<file path="config.mk">
export PLATFORM = sky130hd
export DESIGN_NAME = adder_share_sched
export DESIGN_NICKNAME = d
export VERILOG_FILES = /design/src/rtl/adder_share_sched_pkg.sv /design/src/rtl/ripple_carry_4_bit_adder.sv /design/src/rtl/adder_share_sched.sv
export SDC_FILE = /design/constraint.sdc
export NUM_CORES = 1
export LEC_CHECK = 0
export CORE_ASPECT_RATIO = 1.25
export CORE_MARGIN = 4
export CORE_UTILIZATION = 63
export DETAILED_ROUTE_END_ITERATION = 10
export DONT_BUFFER_PORTS = 1
export PLACE_DENSITY = 0.79
export SLEW_MARGIN = 0
export SYNTH_ARGS = -nofsm -noshare
export SYNTH_HDL_FRONTEND = slang
export SYNTH_SLANG_ARGS = --single-unit
</file>
<file path="constraint.sdc">
create_clock -name clk -period 3.8 [get_ports clk]
set_input_delay 0.38 -clock clk [delete_from_list [all_inputs] [get_ports clk]]
set_output_delay 0.38 -clock clk [all_outputs]
set_load 0.02 [all_outputs]
</file>
<file path="src/rtl/adder_share_sched_pkg.sv">
// rtl/adder_share_sched_pkg.sv - shared types and sizing helpers for the nibble-serial adder scheduler
package adder_share_sched_pkg;

  // Three-state operation sequencer: arbitrate, run nibble passes, hold result
  typedef enum logic [1:0] {
    ST_IDLE = 2'd0,
    ST_RUN  = 2'd1,
    ST_DONE = 2'd2
  } state_e;

  localparam int DEF_WIDTH = 16;
  localparam int DEF_NIB   = DEF_WIDTH / 4;
  localparam int DEF_CNT_W = (DEF_NIB > 1) ? $clog2(DEF_NIB) : 1;

  // Number of 4-bit adder passes needed for an operand of width w
  function automatic int nib_count(input int w);
    return w / 4;
  endfunction

  // Nibble counter width; never below one bit so a single-pass build still has a counter
  function automatic int cnt_width(input int w);
    return ((w / 4) > 1) ? $clog2(w / 4) : 1;
  endfunction

endpackage

</file>
<file path="src/rtl/ripple_carry_4_bit_adder.sv">
// rtl/ripple_carry_4_bit_adder.sv - 4-bit ripple-carry adder slice shared by both requesters
module ripple_carry_4_bit_adder (
  input  logic [3:0] a_i,
  input  logic [3:0] b_i,
  input  logic       c0_i,
  output logic [3:0] s_o,
  output logic       c4_o
);

  logic carry;

  // Bitwise full-adder chain, carry rippling from bit 0 to bit 3
  always_comb begin
    carry = c0_i;
    s_o   = '0;
    for (int i = 0; i < 4; i++) begin
      s_o[i] = a_i[i] ^ b_i[i] ^ carry;
      carry  = (a_i[i] & b_i[i]) | (carry & (a_i[i] ^ b_i[i]));
    end
    c4_o = carry;
  end

endmodule

</file>
<file path="src/rtl/adder_share_sched.sv">
// rtl/adder_share_sched.sv - round-robin sharing of one 4-bit adder slice, sequenced nibble-serially
module adder_share_sched
  import adder_share_sched_pkg::*;
#(
  parameter int WIDTH = DEF_WIDTH
) (
  input  logic             clk,
  input  logic             rst,
  input  logic             req0_valid,
  output logic             req0_ready,
  input  logic [WIDTH-1:0] req0_a,
  input  logic [WIDTH-1:0] req0_b,
  input  logic             req0_cin,
  input  logic             req1_valid,
  output logic             req1_ready,
  input  logic [WIDTH-1:0] req1_a,
  input  logic [WIDTH-1:0] req1_b,
  input  logic             req1_cin,
  output logic             rsp_valid,
  input  logic             rsp_ready,
  output logic             rsp_id,
  output logic [WIDTH-1:0] rsp_sum,
  output logic             rsp_cout,
  output logic             busy
);

  localparam int NIB = nib_count(WIDTH);
  localparam int CW  = cnt_width(WIDTH);
  localparam logic [CW-1:0] K_LAST = CW'(NIB - 1);

  state_e              state_q;
  logic                prio_q;
  logic                id_q;
  logic                carry_q;
  logic [CW-1:0]       k_q;
  logic [NIB-1:0][3:0] a_q;
  logic [NIB-1:0][3:0] b_q;
  logic [NIB-1:0][3:0] sum_q;

  logic                grant;
  logic [3:0]          nib_a;
  logic [3:0]          nib_b;
  logic [3:0]          nib_s;
  logic                nib_c4;

  // Grant the lone valid requester, or the remembered priority when both ask
  always_comb begin
    grant = prio_q;
    if (req0_valid && !req1_valid) begin
      grant = 1'b0;
    end else if (req1_valid && !req0_valid) begin
      grant = 1'b1;
    end
  end

  // Readies are gated by rst so nothing is acknowledged in the reset cycle
  assign req0_ready = !rst && (state_q == ST_IDLE) && req0_valid && !grant;
  assign req1_ready = !rst && (state_q == ST_IDLE) && req1_valid &&  grant;

  assign nib_a = a_q[k_q];
  assign nib_b = b_q[k_q];

  ripple_carry_4_bit_adder u_rca (
    .a_i  (nib_a),
    .b_i  (nib_b),
    .c0_i (carry_q),
    .s_o  (nib_s),
    .c4_o (nib_c4)
  );

  // FSM: capture an accepted operation, run NIB adder passes, hold the result until taken
  always_ff @(posedge clk) begin
    if (rst) begin
      state_q <= ST_IDLE;
      prio_q  <= 1'b0;
      id_q    <= 1'b0;
      carry_q <= 1'b0;
      k_q     <= '0;
      a_q     <= '0;
      b_q     <= '0;
      sum_q   <= '0;
    end else begin
      case (state_q)
        ST_IDLE: begin
          if (req0_ready || req1_ready) begin
            a_q     <= grant ? req1_a : req0_a;
            b_q     <= grant ? req1_b : req0_b;
            carry_q <= grant ? req1_cin : req0_cin;
            id_q    <= grant;
            k_q     <= '0;
            sum_q   <= '0;
            state_q <= ST_RUN;
          end
        end
        ST_RUN: begin
          sum_q[k_q] <= nib_s;
          carry_q    <= nib_c4;
          if (k_q == K_LAST) begin
            state_q <= ST_DONE;
          end else begin
            k_q <= k_q + CW'(1);
          end
        end
        ST_DONE: begin
          if (rsp_ready) begin
            state_q <= ST_IDLE;
            prio_q  <= ~id_q;
          end
        end
        default: state_q <= ST_IDLE;
      endcase
    end
  end

  // Response fields come straight from registers, so they stay stable while stalled
  assign rsp_valid = (state_q == ST_DONE);
  assign busy      = (state_q != ST_IDLE);
  assign rsp_sum   = sum_q;
  assign rsp_cout  = carry_q;
  assign rsp_id    = id_q;

endmodule

</file>
==> impl_metrics.ini, run 1 <==
[logic_synthesis]
ys_seq_area_share_pct = 38.0
syn_inst = 322
ys.flop_type = dfxtp_1
yosysUniqueCellTypes = 34
synth_top_area_share_pct = 38.0
synth_area_leaders = dfxtp_1, a211oi_2, a21oi_1
yosysWarnings = 0
yosysMostFrequentCell = nand2_1
synth_seq_cells = 55
avgSynthCellArea_um2 = 9.00
synth_enable_flop_cells = 0
ys_async_sr_fraction_pct = 0
synth_commonest_cells = nand2_1, dfxtp_1, a21oi_1
synth_area_um2 = 2900
synth_area_leader_cell = dfxtp_1
syn_nets = 401

[grt]
met3_usage_pct = 4.85
grt_pass1_wl_um = 10500
grt.total_usage_pct = 23.2
grt-ovfl-total = 0
busiest_layer = met2
grt_max_degree = 57
grt_use_met1_pct = 28.8
antenna_found_initial = 0
use_met2_pct = 38.7
grt_pass1_vias = 2262

[drt]
routed_wl_um = 6290
drt.antenna.violating_nets = 0
routed_via_density = 6.19
vias = 2248
drt_iter0_drc = 100
drcViolationCount = 0
wl_per_cell_um = 17.3
dr.pass1.iters = 4

[clocking]
clock_sinks = 55
post_cts_buffers = 0
cts_buffer_depth = 2
cts_resized = 0
htreeDepth = 2
insertion_delay_ns = 0.30
tritoncts = yes
cts_made_buffers = 5
clk_transition_reported_paths_ns = 0.10
cts-root-buf = clkbuf_8
holdBufCountCts = 0

[critical_path]
reg2reg_to = rsp_sum[3]
ff2ff_setup_slack_ns = 0.62
slowest_delay_ns = 0.58
critPathMaxFanout = 7
endpoint = rsp_sum[3]
cp_slowest_cell = mux4_2
cp.arrival_ns = 3.41
crit_top_cell = fa_1
cp-startpoint = k_q[0]
startpoint_type = flop
rr_startpoint = k_q[0]
cp_cell_sequence = mux4_2, fa_1, fa_1, fa_1, fa_1, nand2_1, a21oi_1
crit_type = reg2reg
cp.required_ns = 4.03
ff2ff_path_depth = 7
worst_setup_path_end_kind = flop

[timing]
finalCritPeriodShare_pct = 83.7
setup_ws_ns = 0.620
max_freq_ghz = 0.314
rsz0062_at_grt = false
slew_headroom_pct = 13.4
fin_skew_ns = 0.00933
hold_viol = 0
finalSetupViolCount = 0
finalSetupTns_ns = 0
report.final.slew_viol_count = 0
tightestPinTransition_ns = 1.29
layout_min_cycle_time_ns = 3.18

[layout]
final_util_pct = 65.9
finalNetCount = 383
antennaDiodeCount = 0
area_delta_synth_final_pct = 0.648
fill_cells = 383
fin_area_um2 = 2920
final_layout_size_suffix_gt1_share_pct = 17.4

[floorplanning]
die_w_um = 68.6
start_util_pct = 65.5
pin_count = 93
dieArea_um2 = 5750
coreArea_um2 = 4430
die_h_um = 83.8
rows = 27

[power_and_ir_drop]
p_per_area_nw_per_um2 = 413
leakage_nw = 0.983
peakVddDrop_v = 0.000330

[placement]
gp_congestion = 0.746
dp_hpwl_um = 4410
io_buffers = 0
preCtsSetupSlack_ns = 0.619
dpl-instance-area_um2 = 2820

[run_status]
outcome = finished clean

[flow_run]
cap_violations = 0

[hold_path]
min_path_type = in2reg
## stage by stage
stage                     power [mW]  hold slack (ns)  cells
after detailed placement       0.868            0.453    355
final                           1.20            0.127    363
after global placement         0.865            0.454    355
after global routing            1.26            0.121    363
after floorplan                0.850            0.475    322
after CTS                       1.21            0.127    363
## cell usage in the layout (no fill, tap or decap), types with 4 or more instances in the layout
cell	synthesis	routed
a211oi_2	30	30
a21oi_1	53	53
and2_1	4	4
clkbuf_8	0	7
dfxtp_1	55	55
fa_1	4	4
ha_1	4	4
inv_1	4	4
mux4_2	8	8
nand2_1	58	58
nand3_1	18	18
nor2_1	35	35
## sequential cells by signal, summed over array words and instances (netlist names)
| register | cells |
|---|---|
| prio_q | 1 |
| b_q | 16 |
| state_q | 2 |
| rsp_sum | 16 |
| a_q | 16 |
| k_q | 2 |
| rsp_cout | 1 |
| rsp_id | 1 |
## report_power, final
part | internal [mW] | switching (mW) | total (mW)
Clock | 0.167 | 0.182 | 0.349
Sequential | 0.614 | 0.0340 | 0.648
Combinational | 0.0872 | 0.120 | 0.207
## metal layers
layer / wire length (um) / up-vias / part of all wire, %
li1: - / 1090 / -
met2: 3230 / 73 / 51
met3: 380 / 12 / 6.0
met1: 2540 / 1073 / 40
met4: 135 / 0 / 2.1
met5: 0 / - / 0
## worst min-delay path by stage
stage                       start      end  slack [ns]  cells past startpoint
after CTS                     rst   a_q[3]        0.13                      1
after global routing          rst   a_q[3]        0.12                      1
after detailed placement      rst   a_q[3]        0.45                      1
after global placement        rst   a_q[3]        0.45                      1
after floorplan           a_q[11]  a_q[11]        0.47                      2
final                         rst   a_q[3]        0.13                      1
## logic make-up after synthesis
logic type                 after synthesis  share of synthesized area (%)
and+or+nand+nor                        126                           19.3
AOI/OAI and AO/OA                       95                           25.6
DFF                                     55                           38.0
buffers and inverters                   30                           6.35
muxes                                    8                           6.22
adders and majority gates                8                           4.49
## layout make-up
type                            instances  area (um^2)  area share [%]
Clock buffer                            8          100            3.43
Timing Repair Buffer                    1         7.51           0.258
Multi-Input combinational cell        237         1620            55.5
Sequential cell                        55         1100            37.8
Inverter                                4         15.0           0.515
Tap cell                               58         72.6            2.49
## worst max-delay path: cells and delay by family, from the launching register on
kind            cells  cell delay, ns
fa+ha+maj           4            1.79
mux                 1            0.58
flops               1            0.56
compound gates      1            0.11
simple gates        1            0.07
Note: power is estimated with default switching activity, not from simulation.
==> inputs of run 2 (changes only) <==
CORE_UTILIZATION = 57   (was 63)
PLACE_DENSITY = 0.75   (was 0.79)
clock period = 2.9 ns   (was 3.8 ns; I/O delays follow)
==> run 2 against run 1 <==
Effect of this change:
- final cell count grew 1.1%
- sequential share of layout area shrank 0.11 points
- clock-buffer cell count shrank 2
- clock power grew 10%
- maximum frequency grew 13%
- critical path depth is the same
- sequential power grew 31%
- critical path type unchanged
- largest cell class unchanged
- largest power group unchanged
==> impl_metrics.ini, run 2 (synthesis gave the netlist of run 1 again) <==
[floorplanning]
die_h_um = 87.7
rows = 28
die_w_um = 71.8
coreArea_um2 = 4830
pin_count = 93
dieArea_um2 = 6290
start_util_pct = 59.9

[timing]
slew_headroom_pct = 46.7
max_freq_ghz = 0.355
finalSetupViolCount = 0
hold_viol = 0
finalCritPeriodShare_pct = 97.1
setup_ws_ns = 0.0840
report.final.slew_viol_count = 0
tightestPinTransition_ns = 0.797
rsz0062_at_grt = false
fin_skew_ns = 0.00664
layout_min_cycle_time_ns = 2.82

[grt]
grt_pass1_vias = 2300
grt.total_usage_pct = 20.9
grt_max_degree = 57
antenna_found_initial = 0
grt-ovfl-total = 0
grt_pass1_wl_um = 10500

[drt]
routed_via_density = 6.11
drcViolationCount = 0
drt.antenna.violating_nets = 0
routed_wl_um = 6510
vias = 2244
dr.pass1.iters = 4
drt_iter0_drc = 85
wl_per_cell_um = 17.7

[hold_path]
holdPathStages = 1
hold_end = prio_q
hp-start = rst
min_path_type = in2reg

[power_and_ir_drop]
power.share.combinational_pct = 18.8
clock_power_share_pct = 25.3
power_switching_mw = 0.429
peakVddDrop_v = 0.000419
p_int_mw = 1.09
leakage_nw = 0.982
swShare_pct = 28.3
p_per_area_nw_per_um2 = 517
seq_power_share_pct = 55.9
power.total_mw = 1.52

[clocking]
cts_buffer_depth = 2
insertion_delay_ns = 0.30
tritoncts = yes
clk_transition_reported_paths_ns = 0.09
cts_made_buffers = 5
cts-root-buf = clkbuf_8
holdBufCountCts = 0
clock_sinks = 55
htreeDepth = 2
post_cts_buffers = 0

[placement]
gp_congestion = 0.788
io_buffers = 0
dp_hpwl_um = 4780
preCtsSetupSlack_ns = -0.000955

[critical_path]
cp_slowest_cell = fa_2
ff2ff_setup_slack_ns = 0.08
ff2ff_path_depth = 7
reg2reg_to = rsp_sum[7]
cp_cell_sequence = mux4_2, fa_2, fa_2, fa_2, fa_2, nand2_1, a21oi_1
startpoint_type = flop
critPathMaxFanout = 4
cp.arrival_ns = 3.05
worst_setup_path_end_kind = flop
slowest_delay_ns = 0.58
cp.required_ns = 3.13
crit_type = reg2reg
rr_startpoint = k_q[0]
crit_top_cell = fa_2

[layout]
area_delta_synth_final_pct = 1.30
finalNetCount = 387
antennaDiodeCount = 0
final_common_cell = nand2_1
final_cell_mix = nand2_1, dfxtp_1, a21oi_1, nor2_1, a211oi_2
final_layout_size_suffix_gt1_share_pct = 19.5

[flow_run]
cap_violations = 0

[run_status]
outcome = finished clean
-- run 2: per-layer routing --
metal	vias to the layer above	wire length (um)	GRT usage, %
met3	9	346	3.67
li1	1099	-	-
met4	0	89	5.81
met2	59	3460	38.6
met1	1077	2610	24.7
met5	-	0	0
-- run 2: timing repair --
action	in CTS	in global routing
pin swaps	0	0
endpoints found under the setup margin	1	4
cloned	0	0
gates resized for setup	1	2
-- run 2: final cells by class --
cell class / count / area, um^2
Tap cell: 60 / 75.1
Clock buffer: 6 / 72.6
Inverter: 4 / 15.0
Timing Repair Buffer: 5 / 37.5
Fill cell: 439 / 1900
Multi-Input combinational cell: 237 / 1630
Sequential cell: 55 / 1100
-- run 2: through the flow --
step	utilization, %	hold slack, ns	setup TNS (ns)	instances	area (um^2)
after floorplan	-	0.431	0	322	2910
after global placement	59.1	0.365	0	361	2860
after detailed placement	59.1	0.367	-0.000955	361	2860
after CTS	60.6	0.0461	0	367	2930
after global routing	60.7	0.0418	0	367	2930
final	60.7	0.0483	0	367	2930
-- run 2: how the worst max path moves through the flow --
| stage | start | to | slack [ns] | depth (start not counted) |
|---|---|---|---|---|
| 2_1_floorplan | k_q[0] | rsp_sum[11] | 0.03 | 8 |
| 3_3_place_gp | k_q[0] | rsp_sum[3] | 0.06 | 7 |
| 3_5_place_dp | k_q[0] | rsp_sum[7] | -0.001 | 7 |
| 4_1_cts | k_q[0] | rsp_sum[7] | 0.05 | 7 |
| 5_1_grt | k_q[0] | rsp_sum[7] | 0.01 | 7 |
| 6_report | k_q[0] | rsp_sum[7] | 0.08 | 7 |
-- run 2: power groups by stage --
stage	combinational, mW	sequential [mW]	clock [mW]
floorplan	0.267	0.851	0
global placement	0.278	0.866	0
detailed placement	0.285	0.866	0
CTS	0.287	0.849	0.390
global route	0.317	0.854	0.414
finish	0.285	0.848	0.385
-- run 2: worst max-delay path, delay by kind of cell (launching register included) --
kind,cells,cell delay (ns)
muxes,1,0.52
adders and majority gates,4,1.67
DFF,1,0.38
and+or+nand+nor,1,0.06
AOI/OAI and AO/OA,1,0.12
